File: src/rtl/uart_pkg.sv
// Shared types and helpers for the parametrised UART transmitter.
package uart_pkg;

  localparam int unsigned MAX_DATA_WIDTH = 9;

  localparam logic PAR_EVEN = 1'b0;
  localparam logic PAR_ODD  = 1'b1;

  typedef enum logic [2:0] {
    IDLE,
    START,
    DATA,
    PARITY,
    STOP
  } tx_state_e;

  // Parity over a zero-extended word; zero padding does not change the XOR.
  function automatic logic par_bit(input logic [MAX_DATA_WIDTH-1:0] data, input logic typ);
    logic p;
    p = ^data;
    case (typ)
      PAR_EVEN: par_bit = p;
      PAR_ODD:  par_bit = ~p;
      default:  par_bit = p;
    endcase
  endfunction

endpackage

File: src/rtl/uart_tx_param_if.sv
// Word handshake between the producer (register file / FIFO) and the transmitter.
interface uart_tx_param_if #(
  parameter int unsigned DATA_WIDTH = 8
) ();

  logic [DATA_WIDTH-1:0] P_DATA;
  logic                  DATA_Valid;
  logic                  DATA_Ready;

  modport master (output P_DATA, output DATA_Valid, input DATA_Ready);
  modport slave  (input P_DATA, input DATA_Valid, output DATA_Ready);

endinterface

File: src/rtl/uart_baud_cnt.sv
// Per-bit down counter: reloaded at each bit start, flags the last clock of the bit.
module uart_baud_cnt #(
  parameter int unsigned PRESCALE_WIDTH = 16
) (
  input  logic                      CLK,
  input  logic                      RST,
  input  logic                      load,
  input  logic [PRESCALE_WIDTH-1:0] bitlen,
  output logic                      bit_end,
  output logic                      end_next_c
);

  logic [PRESCALE_WIDTH-1:0] cnt;
  logic [PRESCALE_WIDTH-1:0] cnt_n;

  // Counts down to 1 and parks at 0 when idle; only a reload raises it.
  always_comb begin
    cnt_n = cnt;
    if (load) begin
      cnt_n = bitlen;
    end else if (cnt != '0) begin
      cnt_n = cnt - PRESCALE_WIDTH'(1);
    end
  end

  assign end_next_c = (cnt_n == PRESCALE_WIDTH'(1));

  always_ff @(posedge CLK) begin
    if (RST) begin
      cnt     <= '0;
      bit_end <= 1'b0;
    end else begin
      cnt     <= cnt_n;
      bit_end <= end_next_c;
    end
  end

endmodule

File: src/rtl/uart_tx_param.sv
// UART transmitter with holding register, runtime prescaler, optional parity and
// second stop bit; frames run back-to-back while the holding register stays fed.
module uart_tx_param
  import uart_pkg::*;
#(
  parameter int unsigned DATA_WIDTH     = 8,
  parameter int unsigned PRESCALE_WIDTH = 16
) (
  input  logic                      CLK,
  input  logic                      RST,
  input  logic                      PAR_EN,
  input  logic                      PAR_TYP,
  input  logic                      STOP2,
  input  logic [PRESCALE_WIDTH-1:0] PRESCALE,
  uart_tx_param_if.slave            bus,
  output logic                      TX_OUT,
  output logic                      busy,
  output logic                      FRAME_DONE
);

  localparam int unsigned IDX_W = (DATA_WIDTH > 1) ? $clog2(DATA_WIDTH) : 1;
  localparam logic [IDX_W-1:0] LAST_IDX = IDX_W'(DATA_WIDTH - 1);

  tx_state_e state;
  tx_state_e state_n;

  logic                      hold_full;
  logic [DATA_WIDTH-1:0]     hold_data;
  logic [DATA_WIDTH-1:0]     shift;
  logic [IDX_W-1:0]          bit_idx;
  logic [IDX_W-1:0]          bit_idx_n;
  logic                      stop_idx;
  logic                      stop_idx_n;
  logic                      par_en_q;
  logic                      stop2_q;
  logic                      par_q;
  logic [PRESCALE_WIDTH-1:0] bitlen_q;
  logic [PRESCALE_WIDTH-1:0] bitlen_in_c;
  logic [PRESCALE_WIDTH-1:0] bitlen_sel_c;

  logic accept_c;
  logic load_word_c;
  logic baud_load_c;
  logic shift_en_c;
  logic tx_n;
  logic done_n;
  logic bit_end;
  logic end_next_c;

  assign bus.DATA_Ready = ~hold_full & ~RST;
  assign accept_c       = bus.DATA_Valid & bus.DATA_Ready;

  // A prescale of zero behaves as one clock per bit.
  assign bitlen_in_c  = (PRESCALE == '0) ? PRESCALE_WIDTH'(1) : PRESCALE;
  assign bitlen_sel_c = load_word_c ? bitlen_in_c : bitlen_q;

  uart_baud_cnt #(
    .PRESCALE_WIDTH (PRESCALE_WIDTH)
  ) u_baud (
    .CLK        (CLK),
    .RST        (RST),
    .load       (baud_load_c),
    .bitlen     (bitlen_sel_c),
    .bit_end    (bit_end),
    .end_next_c (end_next_c)
  );

  always_ff @(posedge CLK) begin
    if (RST) begin
      state <= IDLE;
    end else begin
      state <= state_n;
    end
  end

  // Next state plus next values of the registered line outputs.
  always_comb begin
    state_n     = state;
    bit_idx_n   = bit_idx;
    stop_idx_n  = stop_idx;
    tx_n        = TX_OUT;
    load_word_c = 1'b0;
    baud_load_c = 1'b0;
    shift_en_c  = 1'b0;

    case (state)
      IDLE: begin
        tx_n = 1'b1;
        if (hold_full) begin
          load_word_c = 1'b1;
          baud_load_c = 1'b1;
          state_n     = START;
          tx_n        = 1'b0;
        end
      end
      START: begin
        if (bit_end) begin
          state_n     = DATA;
          baud_load_c = 1'b1;
          shift_en_c  = 1'b1;
          bit_idx_n   = '0;
          tx_n        = shift[0];
        end
      end
      DATA: begin
        if (bit_end) begin
          baud_load_c = 1'b1;
          if (bit_idx == LAST_IDX) begin
            if (par_en_q) begin
              state_n = PARITY;
              tx_n    = par_q;
            end else begin
              state_n    = STOP;
              stop_idx_n = 1'b0;
              tx_n       = 1'b1;
            end
          end else begin
            bit_idx_n  = bit_idx + IDX_W'(1);
            shift_en_c = 1'b1;
            tx_n       = shift[0];
          end
        end
      end
      PARITY: begin
        if (bit_end) begin
          state_n     = STOP;
          baud_load_c = 1'b1;
          stop_idx_n  = 1'b0;
          tx_n        = 1'b1;
        end
      end
      STOP: begin
        if (bit_end) begin
          if (stop_idx != stop2_q) begin
            stop_idx_n  = 1'b1;
            baud_load_c = 1'b1;
          end else if (hold_full) begin
            state_n     = START;
            load_word_c = 1'b1;
            baud_load_c = 1'b1;
            tx_n        = 1'b0;
          end else begin
            state_n = IDLE;
            tx_n    = 1'b1;
          end
        end
      end
      default: begin
        state_n = IDLE;
        tx_n    = 1'b1;
      end
    endcase

    // Pulse lands on the last clock of the final stop bit.
    done_n = (state_n == STOP) && (stop_idx_n == stop2_q) && end_next_c;
  end

  always_ff @(posedge CLK) begin
    if (RST) begin
      bit_idx    <= '0;
      stop_idx   <= 1'b0;
      TX_OUT     <= 1'b1;
      busy       <= 1'b0;
      FRAME_DONE <= 1'b0;
    end else begin
      bit_idx    <= bit_idx_n;
      stop_idx   <= stop_idx_n;
      TX_OUT     <= tx_n;
      busy       <= (state_n != IDLE);
      FRAME_DONE <= done_n;
    end
  end

  // Holding register, shift register and per-frame configuration snapshot.
  always_ff @(posedge CLK) begin
    if (RST) begin
      hold_full <= 1'b0;
      hold_data <= '0;
      shift     <= '0;
      par_en_q  <= 1'b0;
      stop2_q   <= 1'b0;
      par_q     <= 1'b0;
      bitlen_q  <= PRESCALE_WIDTH'(1);
    end else begin
      hold_full <= (hold_full & ~load_word_c) | accept_c;
      if (accept_c) begin
        hold_data <= bus.P_DATA;
      end
      if (load_word_c) begin
        shift    <= hold_data;
        par_en_q <= PAR_EN;
        stop2_q  <= STOP2;
        par_q    <= par_bit(MAX_DATA_WIDTH'(hold_data), PAR_TYP);
        bitlen_q <= bitlen_in_c;
      end else if (shift_en_c) begin
        shift <= shift >> 1;
      end
    end
  end

endmodule

File: src/flat_wrapper.sv
// flat-port wrapper written by rule: the top's interface ports become plain ports
module uart_tx_param_flat import uart_pkg::*;
#(
  parameter int unsigned DATA_WIDTH     = 8,
  parameter int unsigned PRESCALE_WIDTH = 16
)
  (CLK, RST, PAR_EN, PAR_TYP, STOP2, PRESCALE, TX_OUT, busy, FRAME_DONE, bus_P_DATA, bus_DATA_Valid, bus_DATA_Ready);
  uart_tx_param_if #(.DATA_WIDTH(DATA_WIDTH)) bus_i ();
  input  logic CLK;
  input  logic RST;
  input  logic PAR_EN;
  input  logic PAR_TYP;
  input  logic STOP2;
  input  logic [PRESCALE_WIDTH-1:0] PRESCALE;
  output logic TX_OUT;
  output logic busy;
  output logic FRAME_DONE;
  input wire logic [$bits(bus_i.P_DATA)-1:0] bus_P_DATA;
  input wire logic [$bits(bus_i.DATA_Valid)-1:0] bus_DATA_Valid;
  output wire logic [$bits(bus_i.DATA_Ready)-1:0] bus_DATA_Ready;
  assign bus_i.P_DATA = bus_P_DATA;
  assign bus_i.DATA_Valid = bus_DATA_Valid;
  assign bus_DATA_Ready = bus_i.DATA_Ready;
  uart_tx_param #(.DATA_WIDTH(DATA_WIDTH), .PRESCALE_WIDTH(PRESCALE_WIDTH)) u_core (.CLK(CLK), .RST(RST), .PAR_EN(PAR_EN), .PAR_TYP(PAR_TYP), .STOP2(STOP2), .PRESCALE(PRESCALE), .bus(bus_i), .TX_OUT(TX_OUT), .busy(busy), .FRAME_DONE(FRAME_DONE));
endmodule
File: config.mk
export PLATFORM = sky130hd
export DESIGN_NAME = uart_tx_param_flat
export DESIGN_NICKNAME = d
export VERILOG_FILES = /design/src/rtl/uart_pkg.sv /design/src/rtl/uart_tx_param_if.sv /design/src/rtl/uart_baud_cnt.sv /design/src/rtl/uart_tx_param.sv /design/src/flat_wrapper.sv
export SDC_FILE = /design/constraint.sdc
export NUM_CORES = 1
export LEC_CHECK = 0
export CAP_MARGIN = 10
export CORE_ASPECT_RATIO = 1.75
export CORE_MARGIN = 3
export CORE_UTILIZATION = 52
export DETAILED_ROUTE_END_ITERATION = 6
export GPL_ROUTABILITY_DRIVEN = 1
export PLACE_DENSITY = 0.77
export SKIP_CTS_REPAIR_TIMING = 1
export SLEW_MARGIN = 10
export SYNTH_ARGS = -nofsm -noshare
export SYNTH_HDL_FRONTEND = slang
export SYNTH_SLANG_ARGS = --single-unit
File: constraint.sdc
create_clock -name CLK -period 2.6 [get_ports CLK]
set_input_delay 0.26 -clock CLK [delete_from_list [all_inputs] [get_ports CLK]]
set_output_delay 0.26 -clock CLK [all_outputs]
set_load 0.02 [all_outputs]
### Word-level counts from Yosys, hierarchy flattened

Index checks and enable logic that the tools add are counted.

* register bits: 63
* bits of input ports: 30
* output and inout port bits: 4
* word-level logic and storage cells: 101

* $add $sub $neg: 2
* equal/unequal tests: 15
* muxes and demuxes: 48
* bitwise gates (word level): 9
* reduce and logical (&&, ||, !) cells: 12

Operators with widths (number)
* $mux 16: 4
* $mux 3: 11
* $mux 1: 23
* $eq 16x1->1 const B: 1
* $logic_not 16->1: 1
* $mux 8: 2
* $reduce_bool 16->1: 1
* $sub 16x1->16 const B: 1
* $pmux 3 s5: 1
* $ne 2x2->1 const B: 6
* $eq 3x3->1 const B: 3
* $reduce_xor 9->1: 1
* $eq 3x2->1 const B: 2
* $pmux 1 s2: 3
* $pmux 1 s3: 2
* $pmux 3 s2: 1
* $not 1->1: 5
* $pmux 1 s5: 1
* $reduce_and 5->1: 1
* $reduce_and 4->1: 1
* $reduce_bool 2->1: 2
* $add 3x1->3 const B: 1
* $and 1x1->1: 3
* $eq 3x1->1 const B: 1
* 7 further kinds: 8

### Longest topological paths before layout

* depth in word-level cells: 8
* gate-level depth with buffers: 11
* depth with buffers taken out: 9

### By module

From an unflattened synthesis, not the netlist that was laid out.

* cells, all modules: 407
* area total of the unflattened synthesis: 3447.1 µm²

Modules (own cells, without submodules)
* uart_tx_param: instances 1, cells each 242, area an instance 2188.3 µm², sequential area each 920.9 µm²
* uart_baud_cnt: instances 1, cells each 165, area an instance 1258.7 µm², sequential area each 340.3 µm²

### Worst setup path after synthesis

Ideal clock, no wire load.

* kind: register to register
* start point: register u_core.stop2_q
* end point: register u_core.FRAME_DONE
* setup time: 0.088 ns
* arrival: 2.297 ns
* required time: 2.512 ns
* slack: 0.215 ns
* cell stages (with the launch flop): 11
* path buffers: 1
* clock period less this slack: 2.385 ns
* path through: dfxtp_1 -> inv_1 -> ha_1 -> nand2b_4 -> a2111o_1 -> buf_6 -> or3_1 -> a21oi_1 -> a31o_2 -> o2111ai_2 -> nor4_2

* word-level cells in the longest chain between the ends: 8
* elaborated cells between the ends (all ways): 20
* classes of those cells: 4 x eq/ne; 14 x mux; 2 x reduce/logical

RTL lines
* start: declaration: RTL line uart_tx_param.sv:35 `logic stop2_q;`
* start signal: assignment: RTL line uart_tx_param.sv:181 `stop2_q <= 1'b0;`
* start signal: assignment: RTL line uart_tx_param.sv:192 `stop2_q <= STOP2;`
* $ne 1x1->1: RTL line uart_tx_param.sv:134 `if (stop_idx != stop2_q) begin`
* $mux 1: RTL line uart_tx_param.sv:134
* $mux 1: RTL line uart_tx_param.sv:133 `if (bit_end) begin`
* $pmux 1 s2: RTL line uart_tx_param.sv:86 `case (state)`
* $mux 16: RTL line uart_tx_param.sv:55 `assign bitlen_sel_c = load_word_c ? bitlen_in_c : bitlen_q;`
* $mux 16: RTL line uart_baud_cnt.sv:19 `if (load) begin`
* $eq 16x1->1: RTL line uart_baud_cnt.sv:26 `assign end_next_c = (cnt_n == PRESCALE_WIDTH'(1));`
* $logic_and 1x1->1 (*): RTL line uart_tx_param.sv:155 `done_n = (state_n == STOP) && (stop_idx_n == stop2_q) && end_next_c;`
* end signal: assignment: RTL line uart_tx_param.sv:170 `FRAME_DONE <= done_n;`
* end: declaration: RTL line uart_tx_param.sv:18 `output logic FRAME_DONE`

Mark *: on every way between the ends. The rest lies on a longest branch, timed or not.
A chain may end at the register's enable or synchronous reset.

### Worst setup path in the final report

* start point: register u_core.stop_idx
* end point: register u_core.FRAME_DONE

* word-level cells in the longest chain between the ends: 8
* elaborated cells between the ends (all ways): 24
* classes of those cells: 4 x eq/ne; 18 x mux; 2 x reduce/logical

RTL lines
* start: declaration: RTL line uart_tx_param.sv:32 `logic stop_idx;`
* start signal: assignment: RTL line uart_tx_param.sv:167 `stop_idx <= stop_idx_n;`
* $ne 1x1->1: RTL line uart_tx_param.sv:134
* $mux 1: RTL line uart_tx_param.sv:134
* $mux 1: RTL line uart_tx_param.sv:133
* $pmux 1 s2: RTL line uart_tx_param.sv:86
* $mux 16: RTL line uart_tx_param.sv:55
* $mux 16: RTL line uart_baud_cnt.sv:19
* $eq 16x1->1: RTL line uart_baud_cnt.sv:26
* $logic_and 1x1->1 (*): RTL line uart_tx_param.sv:155

Marks and branches as above.

==> results.ini <==
[timing]
hold_viol=0
max_freq_mhz=394
slew_headroom_pct=58.1
final_max_slew_viol_count=0
report.final.setup_viol=0
whs_ns=0.258
finalClockSkew_ns=0.00473
fin_crit_ns=2.54
tightest_slew_ns=0.626
min_period_over_period_pct=97.6

[min_path]
whs_endpoint=u_core.bitlen_q[4]
hp-class=input pin to flop
whs_path_depth=2
worstHoldStart=RST

[final_layout]
num_antenna_cells=0
syn_to_final_growth_pct=26.7
finish.utilization_pct=68.3
multi_input_area_um2=1850
fill_cells=533
layout-drive-gt1-share_pct=15.9
finalNonFillerCells=531
seq_area_um2=1260
final_nets=483

[pwr]
swShare_pct=34.9
cellLeakagePower_nw=1.67
p_clk_share_pct=26.8
vdd_drop_max_mv=0.546
intPower_mw=2.15
pwr_density_cell_nw_per_um2=818
power_frac_seq_pct=36.9
p_switching_mw=1.16
combPwrFrac_pct=36.3

[placed_design]
placed_cells=507
dp_hpwl_um=6350
gp_congestion=0.955
io_buffers=33

[critical_path]
r2r_slack_ns=0.06
crit_required_ns=2.86
worstSetupEndpointType=flop
regToRegStartpoint=u_core.stop_idx
crit_path_start_kind=flop
worstSetupPathType=flop to flop
reg2reg_to=u_core.FRAME_DONE
reg2reg_depth=12
worstPathArrival_ns=2.79
crit_path_max_fanout=5

[yosys]
yosys-top-cells-area=dfxtp_1, mux2i_1, nand2_1
async_reset_ff_share_pct=0
yosysTopAreaCellShare_pct=39.5
ys_warn_count=0
synth_area_um2=3190
yosysSeqAreaShare_pct=39.5
synth_flop_cell=dfxtp_1
synth_seq_cells=63
synth_nets=426
syn_avg_cell_area_um2=8.17
synth_top_cell_by_area=dfxtp_1
synth_edf_count=0
synth_cell_types=53
synth_cells=391

[drt]
drt_wl_total_um=8700
dr.first_iter.drc_count=159
vias=3028
post_drt_wl_per_cell_um=16.4
dr.pass1.iters=4
ant_nets=0
viasPerCell=5.70
drc=0

[global_route]
grt_max_degree=30
grt_pass1_wl_um=13800
overflow=0
antenna_found_initial=0
grt_pass1_vias=3028
track_usage_pct=25.7

[clock_tree]
clock_tree.buffer_depth=2
insertion_delay_ns=0.35
cts_tree=built
path_clk_slew_ns=0.07
cts.sinks=63
htreeDepth=3
cts_buffers=9
root_buffer=clkbuf_8

[die]
die_area_um2=7150
die_y_um=110
core_um2=5930
fp.dieW_um=65.2
io_pins=34
row_count=37
start_util_pct=53.9

[outcome]
outcome=completed

[run]
drv_cap=0

[final cells by class]
type / instances / share of cell area, %
clock buffer: 13 / 4.17
inverter: 10 / 0.928
clock inverter: 3 / 0.989
sequential: 63 / 31.2
multi-input combinational: 297 / 45.8
tap: 78 / 2.41
timing repair buffer: 67 / 14.5
[critical path, stage by stage, from the launching register on]
cell      delay [ns]
dfxtp_2         0.32
inv_1           0.09
ha_4            0.20
nand2b_4        0.14
a2111o_1        0.45
buf_6           0.18
buf_4           0.13
mux2i_2         0.19
nand2_1         0.09
a22oi_1         0.15
nand4_1         0.17
buf_4           0.18
nor4_2          0.14
[synthesized netlist by cell type (all sizes together), types with 3 or more instances]
cell type / number
dfxtp: 63
nand2: 56
nor2: 52
a21oi: 29
mux2i: 22
nor3: 16
xnor2: 14
a211oi: 12
clkbuf: 12
inv: 10
nand3: 10
nor4: 10
buf: 9
nand4: 8
o21ai: 7
ha: 5
or3: 5
xor2: 5
and3: 4
o211ai: 4
o31ai: 4
and2: 3
nand2b: 3
or2: 3
[cell usage in the layout (no fill, tap or decap), types with 5 or more instances in the layout]
master           Yosys  layout
a211oi_1            12      12
nand2_1             56      55
nand3_1             10      10
nor4_1               8       8
clkbuf_8             0      12
clkdlybuf4s50_1      0      32
nor2_1              51      51
xnor2_1             14      14
o21ai_0              7       5
dfxtp_1             63      61
xor2_1               5       5
nand4_1              8       8
a21oi_1             29      29
mux2i_1             22      19
buf_4                1      31
inv_1               10       9
nor3_1              15      15
[through the flow]
stage / instance area, um2 / power [mW] / setup TNS [ns] / setup WS (ns)
final: 4050 / 3.31 / 0 / 0.0627
after floorplan: 3190 / 1.98 / 0 / 0.215
after global routing: 4050 / 3.50 / -0.0527 / -0.0287
after CTS: 3930 / 3.24 / 0 / 0.0358
after global placement: 3720 / 2.33 / 0 / 0.143
after detailed placement: 3720 / 2.35 / 0 / 0.0598
[registers in the layout (all words and copies together) (netlist names)]
name                   count
u_core.FRAME_DONE          1
u_core.TX_OUT              1
u_core.bit_idx             3
u_core.bitlen_q           16
u_core.busy                1
u_core.hold_data           8
u_core.hold_full           1
u_core.par_en_q            1
u_core.par_q               1
u_core.shift               8
u_core.state               3
u_core.stop2_q             1
u_core.stop_idx            1
u_core.u_baud.bit_end      1
u_core.u_baud.cnt         16
[power groups by stage]
stage / Sequential, mW / Combinational [mW] / Clock, mW
after CTS: 1.21 / 1.13 / 0.899
after global routing: 1.23 / 1.32 / 0.938
after floorplan: 1.21 / 0.771 / 0
final: 1.22 / 1.20 / 0.888
after detailed placement: 1.23 / 1.12 / 0
after global placement: 1.23 / 1.10 / 0
[kinds of logic (layout without fill, tap and decap cells)]
logic type      count (synthesis)  after routing  synth area share (%)
fa+ha+maj                       5              5                  1.96
simple gates                  177            177                  26.5
compound gates                 72             72                  15.0
flops                          63             63                  39.5
xor+xnor                       19             19                  5.21
mux                            24             24                  7.60
buf+inv                        31             93                  4.15
[worst max path at each step]
| stage | startpoint | to | slack, ns | cells after the start |
|---|---|---|---|---|
| global placement | u_core.stop2_q | u_core.FRAME_DONE | 0.14 | 10 |
| finish | u_core.stop_idx | u_core.FRAME_DONE | 0.06 | 12 |
| detailed placement | u_core.stop2_q | u_core.FRAME_DONE | 0.06 | 10 |
| floorplan | u_core.stop2_q | u_core.FRAME_DONE | 0.22 | 10 |
| global route | u_core.u_baud.cnt[0] | u_core.FRAME_DONE | -0.03 | 10 |
| CTS | u_core.stop2_q | u_core.FRAME_DONE | 0.04 | 10 |
[routing by layer]
metal  vias up  track usage [%]  part of all wire [%]
li1       1489                -                     -
met1      1402             24.6                    36
met2        95             46.2                    53
met3        42             5.01                   4.0
met4         0             20.8                   7.3
met5         -                0                     0
(Power assumes the default switching activity.)
